### src/rtl/edulent_pkg.sv
// Shared types and constants for the boot-time program loader.
//   loader_state_t  : loader FSM states
//   LEN_ZERO_IS_256 : payload length represented by a LEN byte of zero
package edulent_pkg;

  typedef enum logic [2:0] {
    IDLE  = 3'd0,
    LOAD  = 3'd1,
    CHECK = 3'd2,
    HOLD  = 3'd3,
    RUN   = 3'd4
  } loader_state_t;

  localparam logic [8:0] LEN_ZERO_IS_256 = 9'd256;

endpackage

### src/rtl/prog_loader.sv
// Boot-time program loader. Accepts a framed byte stream (LEN, LEN payload
// bytes, XOR checksum) on a valid/ready interface, writes the payload into
// program memory starting at BASE_ADDR and keeps the CPU in reset until a
// frame has been verified.
//
// Ports:
//   i_clk, i_rstn        clock, asynchronous active-low reset
//   i_rx_data/valid      stream byte and its valid
//   o_rx_ready           loader accepts a byte this cycle
//   i_load_req           level request, in RUN, to go back to load mode
//   o_mem_addr/data_write/write_enable  registered memory write port
//   o_mem_sel            1 while the loader owns the memory port
//   o_cpu_rstn           CPU reset, active low
//   o_done               frame verified, CPU running
//   o_err                sticky checksum/timeout error, cleared by next LEN
module prog_loader
  import edulent_pkg::*;
#(
  parameter int ADDR_W         = 8,
  parameter int DATA_W         = 8,
  parameter int BASE_ADDR      = 0,
  parameter int HOLD_CYCLES    = 2,
  parameter int TIMEOUT_CYCLES = 1024
) (
  input  logic              i_clk,
  input  logic              i_rstn,
  input  logic [DATA_W-1:0] i_rx_data,
  input  logic              i_rx_valid,
  output logic              o_rx_ready,
  input  logic              i_load_req,
  output logic [ADDR_W-1:0] o_mem_addr,
  output logic [DATA_W-1:0] o_mem_data_write,
  output logic              o_mem_write_enable,
  output logic              o_mem_sel,
  output logic              o_cpu_rstn,
  output logic              o_done,
  output logic              o_err
);

  localparam int TMO_W  = (TIMEOUT_CYCLES == 0) ? 1 : $clog2(TIMEOUT_CYCLES + 1);
  localparam int HOLD_W = (HOLD_CYCLES <= 1) ? 1 : $clog2(HOLD_CYCLES + 1);
  localparam logic [TMO_W-1:0]  TMO_LAST  =
    (TIMEOUT_CYCLES == 0) ? '0 : TMO_W'(TIMEOUT_CYCLES - 1);
  localparam logic [HOLD_W-1:0] HOLD_LAST = HOLD_W'(HOLD_CYCLES - 1);

  loader_state_t     state_q, state_d;
  logic [8:0]        len_q, len_d;
  logic [8:0]        idx_q, idx_d;
  logic [DATA_W-1:0] xor_q, xor_d;
  logic [TMO_W-1:0]  tmo_q, tmo_d;
  logic [HOLD_W-1:0] hold_q, hold_d;
  logic [ADDR_W-1:0] addr_q, addr_d;
  logic [DATA_W-1:0] data_q, data_d;
  logic              we_q, we_d;
  logic              err_q, err_d;
  logic              ready_q, ready_d;
  logic              run_q, run_d;

  logic acc;
  logic tmo_hit;

  assign acc = i_rx_valid & ready_q;
  // The idle counter expires on the cycle it would reach TIMEOUT_CYCLES;
  // an accepted byte in that cycle takes priority because it is checked first.
  assign tmo_hit = (TIMEOUT_CYCLES != 0) && (tmo_q == TMO_LAST);

  always_comb begin
    state_d = state_q;
    len_d   = len_q;
    idx_d   = idx_q;
    xor_d   = xor_q;
    tmo_d   = tmo_q;
    hold_d  = hold_q;
    addr_d  = addr_q;
    data_d  = data_q;
    we_d    = 1'b0;
    err_d   = err_q;

    case (state_q)
      IDLE: begin
        if (acc) begin
          state_d = LOAD;
          len_d   = (i_rx_data == '0) ? LEN_ZERO_IS_256 : 9'(i_rx_data);
          idx_d   = '0;
          xor_d   = '0;
          tmo_d   = '0;
          err_d   = 1'b0;
        end
      end

      LOAD: begin
        if (acc) begin
          we_d   = 1'b1;
          addr_d = ADDR_W'(BASE_ADDR) + ADDR_W'(idx_q);
          data_d = i_rx_data;
          idx_d  = idx_q + 9'd1;
          xor_d  = xor_q ^ i_rx_data;
          tmo_d  = '0;
          if (idx_q + 9'd1 == len_q) begin
            state_d = CHECK;
          end
        end else if (tmo_hit) begin
          err_d   = 1'b1;
          state_d = IDLE;
        end else if (TIMEOUT_CYCLES != 0) begin
          tmo_d = tmo_q + 1'b1;
        end
      end

      CHECK: begin
        if (acc) begin
          tmo_d = '0;
          if (i_rx_data == xor_q) begin
            state_d = HOLD;
            hold_d  = '0;
          end else begin
            err_d   = 1'b1;
            state_d = IDLE;
          end
        end else if (tmo_hit) begin
          err_d   = 1'b1;
          state_d = IDLE;
        end else if (TIMEOUT_CYCLES != 0) begin
          tmo_d = tmo_q + 1'b1;
        end
      end

      HOLD: begin
        if (hold_q == HOLD_LAST) begin
          state_d = RUN;
        end else begin
          hold_d = hold_q + 1'b1;
        end
      end

      RUN: begin
        if (i_load_req) begin
          state_d = IDLE;
        end
      end

      default: state_d = IDLE;
    endcase

    // Outputs are registered from the next state so the CPU reset line is
    // glitch-free and ready stays low during the reset cycle itself.
    ready_d = (state_d == IDLE) || (state_d == LOAD) || (state_d == CHECK);
    run_d   = (state_d == RUN);
  end

  always_ff @(posedge i_clk or negedge i_rstn) begin
    if (!i_rstn) begin
      state_q <= IDLE;
      len_q   <= '0;
      idx_q   <= '0;
      xor_q   <= '0;
      tmo_q   <= '0;
      hold_q  <= '0;
      addr_q  <= '0;
      data_q  <= '0;
      we_q    <= 1'b0;
      err_q   <= 1'b0;
      ready_q <= 1'b0;
      run_q   <= 1'b0;
    end else begin
      state_q <= state_d;
      len_q   <= len_d;
      idx_q   <= idx_d;
      xor_q   <= xor_d;
      tmo_q   <= tmo_d;
      hold_q  <= hold_d;
      addr_q  <= addr_d;
      data_q  <= data_d;
      we_q    <= we_d;
      err_q   <= err_d;
      ready_q <= ready_d;
      run_q   <= run_d;
    end
  end

  assign o_rx_ready         = ready_q;
  assign o_mem_addr         = addr_q;
  assign o_mem_data_write   = data_q;
  assign o_mem_write_enable = we_q;
  assign o_mem_sel          = ~run_q;
  assign o_cpu_rstn         = run_q;
  assign o_done             = run_q;
  assign o_err              = err_q;

endmodule

### config.mk
export PLATFORM = sky130hd
export DESIGN_NAME = prog_loader
export DESIGN_NICKNAME = d
export VERILOG_FILES = /design/src/rtl/edulent_pkg.sv /design/src/rtl/prog_loader.sv
export SDC_FILE = /design/constraint.sdc
export NUM_CORES = 1
export LEC_CHECK = 0
export ABC_AREA = 1
export BUFFER_PORTS_ARGS = -buffer_cell sky130_fd_sc_hd__buf_2
export CAP_MARGIN = 20
export CORE_MARGIN = 1.5
export CORE_UTILIZATION = 40
export DETAILED_ROUTE_END_ITERATION = 8
export SYNTH_ARGS = -nofsm -noshare
export SYNTH_HDL_FRONTEND = slang
export SYNTH_SLANG_ARGS = --single-unit
export TNS_END_PERCENT = 30
### constraint.sdc
create_clock -name i_clk -period 1.8 [get_ports i_clk]
set_clock_uncertainty 0.05 [all_clocks]
set_input_delay 0.09 -clock i_clk [delete_from_list [all_inputs] [get_ports i_clk]]
set_output_delay 0.09 -clock i_clk [all_outputs]
set_load 0.03 [all_outputs]
Word-level counts from Yosys, hierarchy flattened
Index checks and enable logic that the tools add are counted.

operators by class
  eq/ne operators = 19
  bitwise operators = 3
  multiplexer cells = 32
  reduce and logical (&&, ||, !) cells = 16
  $add $sub $neg = 3

operators by type and width
  kind                                             number
  two-way mux 11 bit                               3
  two-way mux 9 bit                                3
  case mux 11 bit (2 select lines)                 1
  two-way mux 3 bit                                7
  case mux 9 bit (2 select lines)                  1
  two-way mux 8 bit                                2
  case mux 8 bit (2 select lines)                  1
  case mux 3 bit (5 select lines)                  1
  inequality test 2 bit, second input constant     6
  adder 11 x 1 -> 11 bit, second input constant    1
  == test 11 x 10 -> 1 bit, second input constant  1
  adder 9 x 1 -> 9 bit, second input constant      1
  == test 3 x 2 -> 1 bit, second input constant    3
  == test 9 bit                                    1
  == test 8 bit                                    1
  logical NOT 8 bit                                1
  two-way mux 2 bit                                4
  AND reduction 4 bit                              2
  bitwise XOR 8 bit                                1
  two-way mux 1 bit                                7
  == test 3 x 1 -> 1 bit, second input constant    2
  == test 3 bit, second input constant             2
  logical NOT 3 bit                                2
  inequality test 3 bit, second input constant     2
  other kinds (12)                                 17

word-level totals
  input bits = 12
  word-level logic and storage cells = 85
  register bits = 62

Logic depth before layout (Yosys ltp)
  depth after elaboration = 8
  mapped depth = 15
  gate-level depth less buffers = 15

Worst setup path after synthesis
OpenSTA, ideal clock, no wires.

  kind = register -> register
  start = register idx_q[0]
  end = register state_q[0]
  library setup time = 0.117 ns
  stages on the path, launching flop included = 13
  buffers on the path = 0
  data arrival time = 1.505 ns
  required time = 1.633 ns
  slack = 0.128 ns
  cells stage by stage = dfrtp_1 > ha_1 > nand3_1 > o21ai_1 > nand2_1 > nand2_1 > nand3_1 > nor2_2 > nand3_1 > nand2_1 > nand2_1 > nand2_1 > nand2_1

between the ends
  longest elaborated chain between the ends = 5

RTL lines
  element                          line                RTL
  from (decl)                      prog_loader.sv:48   logic [8:0] idx_q, idx_d;
  from (signal assigned)           prog_loader.sv:168  idx_q <= idx_d;
  adder 9 x 1 -> 9 bit             prog_loader.sv:99   if (idx_q + 9'd1 == len_q) begin
  == test 9 bit                    prog_loader.sv:99
  two-way mux 3 bit                prog_loader.sv:99
  two-way mux 3 bit                prog_loader.sv:92   if (acc) begin
  case mux 3 bit (5 select lines)  prog_loader.sv:79   case (state_q)
  net state_d[0]                   prog_loader.sv:46   loader_state_t state_q, state_d;
  to (signal assigned)             prog_loader.sv:166  state_q <= state_d;
  to (decl)                        prog_loader.sv:46

The timed path passes the listed nets, and every way through them passes these cells.
A chain may end at the register's enable or synchronous reset.

Worst setup path in the final report
  start = register tmo_q[0]
  end = register tmo_q[10]

between the ends
  longest elaborated chain between the ends = 4
  elaborated cells on any way between the ends = 7

RTL lines
  element                           line                                    RTL
  from (decl)                       prog_loader.sv:50                       logic [TMO_W-1:0] tmo_q, tmo_d;
  from (signal assigned)            prog_loader.sv:170                      tmo_q <= tmo_d;
  adder 11 x 1 -> 11 bit            prog_loader.sv:106, prog_loader.sv:124
  two-way mux 11 bit                prog_loader.sv:102                      end else if (tmo_hit) begin
  two-way mux 11 bit                prog_loader.sv:111                      if (acc) begin
  case mux 11 bit (2 select lines)  prog_loader.sv:79

Several ways; a longest one is shown, not always the timed one. The select of a mux whose other input is x is not followed.

==> results.md <==
* XOR/XNOR Fraction of Synth Area at 3.406%
* Slowest CP cell: dfrtp_1
* WP data arrival at 2.03 ns
* Die H at 90.83 µm
* Pleak at 1.866 nW
* Status: complete, but fails checks
* Rel. slew slack at 75.09%
* Final setup viols at 6
* Area of the mapped netlist at 3085 µm²
* Post-Synthesis Cells at 368
* CTS tree: yes
* Hold path depth at 4
* Seq cells post-synth at 62
* Row cnt at 31
* R2R cell count at 10
* Fmax at 541.6 MHz
* H-tree depth at 3
* CP startpoint kind: flop
* Failing checks: setup timing
* Drt pass-1 iters at 4
* Port buffer count at 33
* CTS root buf: clkbuf_8
* Cell taking the most area after synthesis: dfrtp_1
* Ys async rst share at 100.0%
* Via-to-Cell Ratio at 4.886
* Post-route ant nets at 0
* Worst VDD drop at 664.1 µV
* Initial antenna violation count at 0
* Share of cells above drive strength 1 at 23.78%
* Crit path required time at 1.99 ns
* # IOs at 34
* Slew Limit Fails at 0
* Design area at 3804 µm²
* Final WL at 6.708 mm
* Total Routing Usage GR at 16.84%
* Largest family of logic cells by synthesized area: simple AND/OR/NAND/NOR gates
* Final number of hold-violating endpoints at 0
* HPWL after DPL at 4.399 mm
* Flip-flop and latch area at 1553 µm²
* Largest net degree at the start of global routing at 63
* Post-synth EDFFs at 0
* Worst Setup SP: tmo_q[0]$_DFFE_PN0P_
* Final std cells w/o fill at 528
* CP delay by family, top: simple AND/OR/NAND/NOR gates
* Util after Layout at 51.61%
* Total Power at 5.371 mW
* Fill count at 718
* Worst path most repeated cell: nand2_4
* Final nets at 439
* Placeable Area at 7370 µm²
* Antenna cells at 0
* Synth area leaders: dfrtp_1, nand2_1, o21ai_0, nand3_1, inv_1
* Die footprint at 8249 µm²
* Skew-Pair Late Insertion Delay at 0.35 ns
* Clock sinks at 62
* Max Cap Violations at 0
* Post-synthesis mux area share at 0%
* Post-synthesis compound-gate area fraction at 11.68%
* # DRC at 0
* Final min period at 1.846 ns
* Max incr delay on CP at 0.40 ns
* Sequential share of the synthesized area at 50.28%
* Synth Area in Adders at 1.217%
* Multi-input logic area at 1385 µm²
* Slew at the pin with the worst max-slew slack at 0.3703 ns
* DP Area at 3422 µm²
* Ys Warns at 0
* Final Wtd Congestion at 0.8574
* Post-Syn Nets at 383
* RSZ-0062 raised after global routing: true
* Horiz. Die Dim at 90.83 µm
* Num CTS Buffers at 9
* Worst-path cell chain: ha_2 > nand3_2 > nor2_4 > nand2_4 > nor3_4 > nand2_4 > nand2_8 > nor2_1 > a31oi_1 > a21oi_1
* Hold EP: len_q[8]$_DFFE_PN0P_
* Inst Count DP at 502
* Synth top cells by count: nand2_1, dfrtp_1, inv_1, o21ai_0, nand3_1
* Hold Crit Class: input pin to flop
* Area grow syn2layout at 23.28%
* Synth unique cells at 34
* Reg2reg setup slack at -0.05 ns
* CP Capture Type: flop
* Hold_sp: i_rx_data[6]
* Starting density of the core at 41.87%
* Leading register cell type out of synthesis: dfrtp_1
* Worst path buffer plus inverter count at 0
* CTS clk-pin slew, worst paths at 0.07 ns
* Global-route wire length before repair at 10.97 mm
* 1st-iter DRT viols at 115
* Synthesized area per cell at 8.384 µm²
* Post-DR wirelength/cell at 12.70 µm
* Fin crit share at 102.6%
* Synth Area in Simple Gates at 26.16%
* Vias at 2580
* Top-area cell type share of the netlist area at 50.28%
* RR Startpoint: tmo_q[0]$_DFFE_PN0P_
* GRT overflow at 0
* Crit-path max FO at 6
* Power Dens Cells at 1412 nW/µm²
* CTS max path bufs at 2
* CP Class: flop to flop
* Vias in the first global route at 2341
* Most common cell in the netlist: nand2_1
* Slack of the critical path at -0.04634 ns
* RR Endpoint: tmo_q[10]$_DFFE_PN0P_
==> tightest hold or removal path, cell delays in order <==
cell and delay, ns:
buf_2 0.09, inv_1 0.06, nand4_1 0.07, o41ai_1 0.06
==> cells by family (layout without fill, tap and decap cells) <==
| kind of cell | Yosys count | after routing |
|---|---|---|
| flip-flops | 62 | 62 |
| AND/OR/NAND/NOR | 171 | 172 |
| XOR/XNOR | 12 | 12 |
| adder cells (fa/ha/maj) | 3 | 3 |
| buffers and inverters | 56 | 116 |
| AO/OA/AOI/OAI | 64 | 64 |
==> repair_timing <==
item | in CTS | in global routing
buffers inserted | 0 | 6
setup endpoints to repair | 0 | 13
hold endpoints to repair | 65 | 0
resized for setup | 0 | 24
hold buffers | 3 | 0
==> worst max-delay path by stage <==
stage / to / slack, ns / cells after the start
2_1_floorplan: state_q[0]$_DFF_PN0_ / 0.13 / 12
3_3_place_gp: state_q[0]$_DFF_PN0_ / 0.07 / 12
3_5_place_dp: state_q[0]$_DFF_PN0_ / 0.03 / 12
4_1_cts: state_q[0]$_DFF_PN0_ / 0.02 / 12
5_1_grt: state_q[0]$_DFF_PN0_ / -0.17 / 14
6_report: tmo_q[10]$_DFFE_PN0P_ / -0.05 / 10
==> registers in the layout, indices dropped and copies added, names as in the netlist, 2 cells and up <==
signal            count
tmo_q                11
state_q               3
hold_q                2
idx_q                 9
xor_q                 8
o_mem_data_write      8
len_q                 9
o_mem_addr            8
==> cell usage in the layout, fill, tap and decap left out, types with 10 or more instances in the layout <==
cell type | synthesis | routed
inv_1 | 41 | 41
dfrtp_1 | 62 | 61
buf_2 | 2 | 33
clkbuf_8 | 0 | 10
nor2_1 | 14 | 14
buf_4 | 1 | 14
nand3_1 | 31 | 30
o21ai_0 | 37 | 34
nand2_1 | 92 | 89
==> area by class of cell <==
cell class                 instances  area share [%]
inverter                          47           4.836
sequential                        62           40.82
timing repair buffer              53           9.013
clock inverter                     4           1.842
clock buffer                      12           3.816
multi-input combinational        251           36.41
tap                               99           3.257
==> metal layers <==
layer	track usage (%)	vias to the layer above	routed length (µm)
met5	0	-	0
met4	7.292	0	119
met3	3.956	13	335
li1	-	1322	-
met1	24.14	1183	3366
met2	24.12	62	2886
==> report_power, final <==
| part | switching (mW) | total, mW | internal [mW] |
|---|---|---|---|
| combinational | 1.29 | 2.02 | 0.730 |
| clock | 0.532 | 1.35 | 0.814 |
| sequential | 0.255 | 2.01 | 1.75 |
==> stage by stage <==
stage | hold slack, ns | setup slack, ns | TNS (ns)
after global routing | 0.03682 | -0.1681 | -1.506
after floorplan | -0.2556 | 0.1276 | 0
after global placement | 0.08119 | 0.07297 | 0
final | 0.02024 | -0.04634 | -0.1896
after detailed placement | 0.08024 | 0.02779 | 0
after CTS | 0.01115 | 0.01856 | 0
Power figures use the tool's default switching activity.
